==> config.mk <==
export PLATFORM = sky130hd
export DESIGN_NAME = pc_fetch_unit
export DESIGN_NICKNAME = d
export VERILOG_FILES = /design/src/rtl/cpu_pkg.sv /design/src/rtl/pc_next_calc.sv /design/src/rtl/pc_fetch_unit.sv
export SDC_FILE = /design/constraint.sdc
export NUM_CORES = 1
export LEC_CHECK = 0
export ABC_CLOCK_PERIOD_IN_PS = 3900
export CORE_ASPECT_RATIO = 1.25
export CORE_MARGIN = 10
export CORE_UTILIZATION = 47
export CTS_CLUSTER_SIZE = 20
export DETAILED_ROUTE_END_ITERATION = 8
export GPL_ROUTABILITY_DRIVEN = 0
export PLACE_DENSITY = 0.82
export SYNTH_ARGS = -nofsm -noshare
export SYNTH_HDL_FRONTEND = slang
export SYNTH_SLANG_ARGS = --single-unit
==> constraint.sdc <==
create_clock -name clk -period 3.9 [get_ports clk]
set_input_delay 1.17 -clock clk [delete_from_list [all_inputs] [get_ports clk]]
set_output_delay 1.17 -clock clk [all_outputs]
set_load 0.1 [all_outputs]
==> src/rtl/cpu_pkg.sv <==
// Shared core definitions: fetch FSM states, reset PC, ALU op codes.
// Imported by the PC/fetch sequencer and its next-PC calculator.
package cpu_pkg;

    typedef enum logic [1:0] {
        RESET_ST = 2'd0,
        FETCH    = 2'd1,
        ISSUE    = 2'd2,
        EXEC     = 2'd3
    } fetch_state_e;

    localparam logic [31:0] RESET_PC_DEF = 32'h0000_0000;
    localparam logic [31:0] WORD_BYTES   = 32'd4;

    localparam logic [2:0] ALU_AND  = 3'b100;
    localparam logic [2:0] ALU_OR   = 3'b101;
    localparam logic [2:0] ALU_BEQ  = 3'b110;
    localparam logic [2:0] ALU_BNEQ = 3'b111;

endpackage

==> src/rtl/pc_next_calc.sv <==
// Combinational next-PC selection: jump, taken branch, or sequential.
// All arithmetic wraps modulo 2^32.
module pc_next_calc
    import cpu_pkg::*;
(
    input  logic [31:0] pc_i,
    input  logic        branch_i,
    input  logic        jump_i,
    input  logic        zero_i,
    input  logic [15:0] imm16_i,
    input  logic [25:0] jtarget_i,
    output logic [31:0] pc_plus4_o,
    output logic [31:0] next_pc_o
);

    logic [31:0] br_off;

    assign pc_plus4_o = pc_i + WORD_BYTES;
    assign br_off     = {{14{imm16_i[15]}}, imm16_i, 2'b00};

    always_comb begin
        next_pc_o = pc_plus4_o;
        if (jump_i) begin
            next_pc_o = {pc_plus4_o[31:28], jtarget_i, 2'b00};
        end else if (branch_i && zero_i) begin
            next_pc_o = pc_plus4_o + br_off;
        end
    end

endmodule

==> src/rtl/pc_fetch_unit.sv <==
// PC register and fetch/issue/exec sequencer for the single-cycle core.
// Optional branch statistics counters under PC_BRANCH_STATS_EN.
module pc_fetch_unit
    import cpu_pkg::*;
#(
    parameter logic [31:0] RESET_PC = RESET_PC_DEF
) (
    input  logic        clk,
    input  logic        rst_n,
    output logic        imem_req,
    output logic [31:0] imem_addr,
    input  logic        imem_ack,
    output logic        instr_valid,
    input  logic        exec_done,
    input  logic        branch,
    input  logic        jump,
    input  logic        zero,
    input  logic [15:0] imm16,
    input  logic [25:0] jtarget,
`ifdef PC_BRANCH_STATS_EN
    output logic [15:0] br_taken_cnt,
    output logic [15:0] br_not_taken_cnt,
`endif
    output logic [31:0] pc,
    output logic [31:0] pc_plus4
);

    fetch_state_e state_q, state_d;
    logic [31:0]  pc_q, pc_d;
    logic [31:0]  next_pc;
    logic         retire;

    pc_next_calc u_next (
        .pc_i       (pc_q),
        .branch_i   (branch),
        .jump_i     (jump),
        .zero_i     (zero),
        .imm16_i    (imm16),
        .jtarget_i  (jtarget),
        .pc_plus4_o (pc_plus4),
        .next_pc_o  (next_pc)
    );

    assign retire = (state_q == EXEC) && exec_done;

    always_ff @(posedge clk or negedge rst_n) begin
        if (!rst_n) begin
            state_q <= RESET_ST;
            pc_q    <= RESET_PC;
        end else begin
            state_q <= state_d;
            pc_q    <= pc_d;
        end
    end

    always_comb begin
        state_d = state_q;
        pc_d    = pc_q;
        case (state_q)
            RESET_ST: state_d = FETCH;
            FETCH:    if (imem_ack) state_d = ISSUE;
            ISSUE:    state_d = EXEC;
            EXEC: begin
                if (exec_done) begin
                    state_d = FETCH;
                    pc_d    = next_pc;
                end
            end
            default:  state_d = RESET_ST;
        endcase
    end

    assign imem_req    = (state_q == FETCH);
    assign imem_addr   = pc_q;
    assign instr_valid = (state_q == ISSUE);
    assign pc          = pc_q;

`ifdef PC_BRANCH_STATS_EN
    logic [15:0] tk_q, ntk_q;
    logic        br_cnt;

    assign br_cnt = retire && branch && !jump;

    // Counters stick at all-ones rather than wrapping.
    always_ff @(posedge clk or negedge rst_n) begin
        if (!rst_n) begin
            tk_q  <= '0;
            ntk_q <= '0;
        end else if (br_cnt) begin
            if (zero && tk_q != 16'hFFFF) tk_q <= tk_q + 16'd1;
            if (!zero && ntk_q != 16'hFFFF) ntk_q <= ntk_q + 16'd1;
        end
    end

    assign br_taken_cnt     = tk_q;
    assign br_not_taken_cnt = ntk_q;
`else
    logic unused_retire;
    assign unused_retire = retire;
`endif

endmodule

# Word-level counts from Yosys, hierarchy flattened
# Cells that the tools add are included.
# word_totals
reg_bits	34
out_inout_bits	98
elab_cells	18
# op_classes
add_sub_neg	2
eq_ne	5
n_mux	5
reduce_logical	4
# ops
op	count
$mux W32	2
$add A32 B3 Y32 const B	1
$add A32 B32 Y32	1
$pmux W2 S4	1
$eq A2 B2 Y1 const B	2
$mux W2	2
$reduce_and A2 Y1	2
$eq A2 B1 Y1 const B	1
$logic_not A2 Y1	1
$ne A2 B1 Y1 const B	1
$ne A2 B2 Y1 const B	1
$logic_and A1 B1 Y1	1

# Logic depth before layout (Yosys ltp)
# Gate-level depths: netlist of the first run.
# logic_depth
depth_word	4
ltp_mapped	17
ltp_nobuf	17

# Modules after synthesis
# Synthesis of the first run repeated with hierarchy kept, for this count alone.
# unflattened
cells_unflattened	550
hier_area_um2	4699.5
# by_module_without_submodules
module	instances	cells_per_inst	area_each_um2	seq_area_each_um2
pc_next_calc	1	437	2972.9	0.0
pc_fetch_unit	1	113	1726.7	850.8

# Worst setup path after synthesis of the first run
# No wires, ideal clock.
# synth_timing
path_type	register to register
start	register pc_q[2], in the netlist imem_addr[2]
end	register pc_q[27], in the netlist imem_addr[27]
arrival_time_ns	5.616
required_time_ns	3.762
slack_ns	-1.853
path_stages_with_launch	17
path_buffers	0
path_cell_list	dfrtp_1 -> ha_1 -> nand2_1 -> nor2_1 -> and3_1 -> and2_2 -> nand3_1 -> xnor2_1 -> ha_1 -> a21o_1 -> o21bai_1 -> nor3_1 -> a21oi_2 -> a221oi_2 -> xnor2_1 -> a31oi_1 -> o22ai_1
# synth_between
elab_chain_len	4
# synth_lines
element	line	source
start, declared	pc_fetch_unit.sv:29	logic [31:0] pc_q, pc_d;
start signal, assigned	pc_fetch_unit.sv:52	pc_q <= pc_d;
$add A32 B3 Y32	pc_next_calc.sv:18	assign pc_plus4_o = pc_i + WORD_BYTES;
named net pc_plus4[22]	pc_fetch_unit.sv:25	output logic [31:0] pc_plus4
$add A32 B32 Y32	pc_next_calc.sv:26	next_pc_o = pc_plus4_o + br_off;
$mux W32	pc_next_calc.sv:25	end else if (branch_i && zero_i) begin
$mux W32	pc_next_calc.sv:23	if (jump_i) begin
# The timed path passes the listed nets, and every way through them passes these cells.
# A chain may end at the register's enable or synchronous reset.

# Worst setup path in the final report of the first run
# layout_timing
start	register pc_q[2], in the netlist imem_addr[2]
end	output port pc_plus4[28]
# layout_between
elab_chain_len	1
# layout_lines
element	line
$add A32 B3 Y32	pc_next_calc.sv:18
end, declared	pc_fetch_unit.sv:25
# Every way passes these cells.

==> results of run 1 <==
## worst min-delay path: cells and delay by family, from the launching register on
kind	cells	cell delay (ns)
flip-flops	1	0.39
AO/OA/AOI/OAI	1	0.07
AND/OR/NAND/NOR	1	0.06
## metrics by stage
step                area (µm²)   TNS, ns
detailed placement        6120  -0.00118
CTS                       6260         0
global placement          6120         0
floorplan                 4900    -0.413
finish                    6270         0
global route              6270         0
## registers in the layout, indices dropped and copies added (netlist names)
| register | flops |
|---|---|
| state_q | 2 |
| imem_addr | 30 |
## repair_timing
item	4_1_cts	5_1_grt
buffers inserted	0	1
endpoints found under the setup margin	0	3
endpoints found under the hold margin	0	0
gates resized for setup	0	1
## layout make-up
class	count	area (µm²)	share of cell area (%)
multi-input combinational	464	3620	57.8
timing repair buffer	155	1450	23.1
sequential	32	855	13.6
tap	123	154	2.45
clock buffer	7	133	2.11
inverter	15	56.3	0.898
clock inverter	1	5.00	0.0798
## cell usage after synthesis (3+ instances only)
cell      count
a31oi_1       4
o31ai_1       3
nand2_1      68
o22ai_1       5
nor3_1        8
and3_1       11
a211oi_1     11
o21bai_1      7
a21o_1       20
dfrtp_1      32
o21ai_0      38
nor2_1       41
o211a_1       3
xor2_1       22
xnor2_1      28
inv_1        15
ha_1         40
nand4_1       4
a21oi_1      49
and2_1        3
nand3_1      19
buf_4        37
o21ai_1       6
o211ai_1      8
clkbuf_1     18
o31a_1        3
o21a_1        3
a22oi_1       3
## routing by layer
metal	vias up	wire [µm]	part of all wire (%)
met5	-	0	0
met4	0	656	4.1
met3	49	1130	7.2
met2	222	7970	50
met1	2223	6060	38
li1	2205	-	-
## path summary, 6_finish.rpt
kind,end,cells past startpoint,from
hold / removal,state_q[1],2,state_q[1]
hold reg to reg,state_q[1],2,state_q[1]
min in group asynchronous,imem_addr[7],2,rst_n
setup / recovery,pc_plus4[28],8,imem_addr[2]
max in group asynchronous,imem_addr[3],2,rst_n
setup reg to reg,imem_addr[31],17,imem_addr[2]
## logic make-up after synthesis
kind of cell	after synthesis	synth area share, %
adders and majority gates	41	12.0
AOI/OAI and AO/OA	183	27.5
DFF	32	18.5
and+or+nand+nor	179	20.7
xor gates and xnor gates	51	10.5
other	1	0.0865
buffers and inverters	74	9.87
muxes	4	0.981
## cell usage in the layout (no fill, tap or decap), types with 7 or more instances in the layout
master / n
a21o_1: 20
nand2_1: 68
o21bai_1: 7
buf_4: 94
nand3_1: 18
ha_1: 37
xnor2_1: 13
buf_12: 13
xor2_1: 10
xnor2_4: 11
dfrtp_2: 13
a21oi_1: 49
inv_1: 15
o211ai_1: 8
and3_1: 9
dfrtp_1: 9
nor2_1: 38
dfrtp_4: 10
clkdlybuf4s50_1: 48
o21ai_0: 38
a211oi_1: 11
nor3_1: 8
xor2_4: 8
==> run metrics, run 1 <==
number of max-cap violations=0; Mapped Area=0.00434 mm²; # clock sinks=32; Buffers on Ports=140; Setup Skew=0.00640 ns; hold_ws=0.557 ns; WL/cell=19.8 µm; Iter 0 DRT Violations=283; status=finished, final reports clean; Initial Utilization=47.8%; worst slack, placed=-0.00118 ns; Detail Route Antenna Nets=0; post-synthesis average cell area=7.68 µm²; DRC=0; clock slew at reported path FFs=0.05 ns; vias post-DR=4699; Most Crowded Layer GR=met2; Top delay family on crit path=simple AND/OR/NAND/NOR gates; CTS HTree Levels=2; fin. max-slew vios=0; clock buffer depth=2; slack of the worst reg-to-reg path=0.14 ns; Die Width=106 µm; CP arrival=2.60 ns; synth top area cells=dfrtp_1, ha_1, buf_4, nand2_1, a21oi_1; Layout Cells excl Fill=797; Distinct cells, synth=74; total global routing overflow=0; die area=0.0135 mm²; Root Driver=clkbuf_16; Critical Path RT=2.73 ns; filler cell count=723; crit-path cells=ha_4, nand2_1, nor2_4, and3_4, nand2_1, nor3_1, xor2_4, buf_12; fin crit share=96.7%; aggregate global-route resource usage=22.6%; antenna cells=0; post-synth top area cell=dfrtp_1; clk_lat worst skew=0.29 ns; RSZ-0062 raised after global routing=false; via/cell ratio=5.90; hold_buf cts=0; critical-path cell with the highest stage delay=nor3_1; Top-Level Pins=147; CP most frequent cell=nand2_1; Die H=127 µm; slew margin rel.=53.1%; CTS tree=done; final core occ=69.1%; Max Clk Rate=0.265 GHz; initial antenna violation count=0; CP Class=register to output port; cts bufs inserted=5; Synth Register Bits=32; grt met1 use=24.5%; sequential area share after synthesis=18.5%; YS warnings=0; Layout area overhead=44.6%; Synth Flop Type=dfrtp_1; met3 Use GR=5.48%; number of synthesized flops with an enable pin=0; Fin. Hold Viols=0; Async S/R FF share, synth=100%; CP endpoint kind=output port; core area=0.00908 mm²; Pre-antenna DRT Iters=4; Final nets=763; Syn Inst Count=565; vias in the first global route=4854; WL final=15.8 mm; first-pass GRT wire length=25.1 mm; WP buf/inv=1; CP Launch Type=register; Setup violations, final=0; placed insts=788; CP peak stage delay=0.55 ns; largest net degree at the start of global routing=34; Worst-Margin Slew=0.704 ns; HP Class=register to register; CP Max Fanout=6; hpwl dp=12.6 mm; # rows=39; Period minus WS final=3.77 ns; share of the synthesized area in the top cell type=18.5%; met2 usage=40.2%; Final WS setup=0.130 ns; ratio of cells with drive above 1 in the final layout=29.2%
Power of run 1 is left out: the tool's default activity adds up to more than one toggle a clock period on the data nets, which glitch-free logic cannot reach.
==> run 2, diff against run 1 <==
--- a/config.mk
+++ b/config.mk
@@ -12,6 +12,7 @@
 export CTS_CLUSTER_SIZE = 20
 export DETAILED_ROUTE_END_ITERATION = 8
 export GPL_ROUTABILITY_DRIVEN = 0
+export MAX_ROUTING_LAYER = met4
 export PLACE_DENSITY = 0.82
 export SYNTH_ARGS = -nofsm -noshare
 export SYNTH_HDL_FRONTEND = slang
==> run 2 against run 1 <==
Compared with the run above:
- clock skew shrank 0.0013 ns
- count of clock-buffer cells in the layout is the same
- register-to-register slack improved by 0.03 ns
- via count down 0.11%
- sequential share of layout area stayed put
- wire length fell by 0.41%
- critical endpoint unchanged
==> run metrics, run 2 (same netlist as run 1, synthesis figures left out) <==
WL final=15.7 mm (-0.41%); Pre-antenna DRT Iters=4 (unchanged); first-pass GRT wire length=25.0 mm (-0.19%); slack of the worst reg-to-reg path=0.17 ns (+0.03 ns); clock buffer depth=2 (unchanged); Hold Crit Start=state_q[1]; Max Clk Rate=0.266 GHz (+0.24%); largest net degree at the start of global routing=34 (unchanged); CP arrival=2.59 ns (about the same); initial antenna violation count=0 (unchanged); DRC=0 (unchanged); CP Class=register to output port; HP Class=register to register; cts bufs inserted=5 (unchanged); fin crit share=96.4% (-0.23 points); die area=0.0135 mm² (unchanged); post-place instance area=0.00612 mm² (unchanged); fin. max-slew vios=0 (unchanged); Die Width=106 µm (unchanged); final instance area=0.00627 mm² (unchanged); Iter 0 DRT Violations=240 (-15%); aggregate global-route resource usage=23.2% (+0.65 points); Critical Path RT=2.73 ns (about the same); RSZ-0062 raised after global routing=false; Root Driver=clkbuf_16; CTS HTree Levels=2 (unchanged); final core occ=69.1% (unchanged); hpwl dp=12.6 mm (unchanged); Fin. Hold Viols=0 (unchanged); hold_buf cts=0 (unchanged); Buffers on Ports=140 (unchanged); antenna cells=0 (unchanged); CP peak stage delay=0.55 ns (about the same); CP Launch Type=register; hold_ws=0.557 ns (+0.0000280 ns); ratio of cells with drive above 1 in the final layout=29.2% (unchanged); Die H=127 µm (unchanged); Reg2Reg Depth=17 (unchanged); Final nets=763 (unchanged); Period minus WS final=3.76 ns (-0.00910 ns); WHS Endpoint=state_q[1]; total global routing overflow=0 (unchanged); via/cell ratio=5.89 (-0.11%); RR Startpoint=imem_addr[2]; CTS tree=done; Top-Level Pins=147 (unchanged); CP endpoint kind=output port; critical-path cell with the highest stage delay=nor3_1; clock slew at reported path FFs=0.05 ns (about the same); CP Max Fanout=6 (unchanged); Setup violations, final=0 (unchanged); Worst-Margin Slew=0.721 ns (+0.0172 ns); # rows=39 (unchanged); most common cell after layout, fill and taps aside=buf_4; clk_lat worst skew=0.28 ns (about the same); CP most frequent cell=nand2_1; Initial Utilization=47.8% (unchanged); status=finished, final reports clean; vias in the first global route=4851 (-0.062%); filler cell count=723 (unchanged); slew margin rel.=51.9% (-1.1 points); crit-path cells=ha_4, nand2_1, nor2_4, and3_4, nand2_1, nor3_1, xor2_4, buf_12; vias post-DR=4694 (-0.11%); commonest cells after routing, fill and taps aside=buf_4, nand2_1, a21oi_1; number of max-cap violations=0 (unchanged); Setup Skew=0.00514 ns (-0.00126 ns); # clock sinks=32 (unchanged); Layout area overhead=44.6% (unchanged); Detail Route Antenna Nets=0 (unchanged); WL/cell=19.8 µm (-0.41%); Hold Path Cell Cnt=2 (unchanged); number of flip-flops in the largest register=30 (unchanged); core area=0.00908 mm² (unchanged); setup TNS=0 ns (unchanged); Critical R2R Capture=imem_addr[31]
## run 2: cell counts in the layout (fill, tap and decap cells not counted)
Identical to the previous run, type by type.
## run 2: worst max-delay path: cells and delay by family (launching register included)
family	cells	cell delay [ns]
and+or+nand+nor	5	1.21
buffers and inverters	1	0.20
xor gates and xnor gates	1	0.24
DFF	1	0.46
adders and majority gates	1	0.19
## run 2: through the flow
stage / setup WS, ns / instances
global placement: 0.0977 / 788
CTS: 0.0751 / 796
detailed placement: -0.00118 / 788
global route: 0.0113 / 797
floorplan: -0.0968 / 570
finish: 0.139 / 797
## run 2: layout make-up
type | instances | area [µm²] | share of cell area (%)
Multi-Input combinational cell | 464 | 3620 | 57.8
Timing Repair Buffer | 155 | 1450 | 23.1
Tap cell | 123 | 154 | 2.45
Sequential cell | 32 | 855 | 13.6
Inverter | 15 | 56.3 | 0.898
Clock inverter | 1 | 5.00 | 0.0798
Clock buffer | 7 | 133 | 2.11
## run 2: per-layer routing
| layer | GRT usage (%) | wire length [µm] | vias up |
|---|---|---|---|
| met5 | - | 0 | - |
| met4 | 10.6 | 628 | 0 |
| met3 | 4.23 | 995 | 47 |
| met2 | 40.3 | 7930 | 216 |
| met1 | 25.3 | 6200 | 2222 |
| li1 | - | - | 2209 |
## run 2: how the worst max path moves through the flow
stage,from,endpoint,slack (ns),cells after the start
5_1_grt,imem_addr[2],imem_addr[27],0.01,16
4_1_cts,imem_addr[2],pc_plus4[28],0.08,8
3_5_place_dp,imm16[1],imem_addr[21],-0.001,11
6_report,imem_addr[2],pc_plus4[28],0.14,8
2_1_floorplan,imem_addr[11],imem_addr[27],-0.1,15
3_3_place_gp,imm16[1],imem_addr[21],0.1,11
## run 2: what timing repair did
item | 4_1_cts | 5_1_grt
setup buffers | 0 | 1
gates resized for setup | 0 | 1
setup endpoints to repair | 0 | 3
Power of run 2 is left out for the same reason.
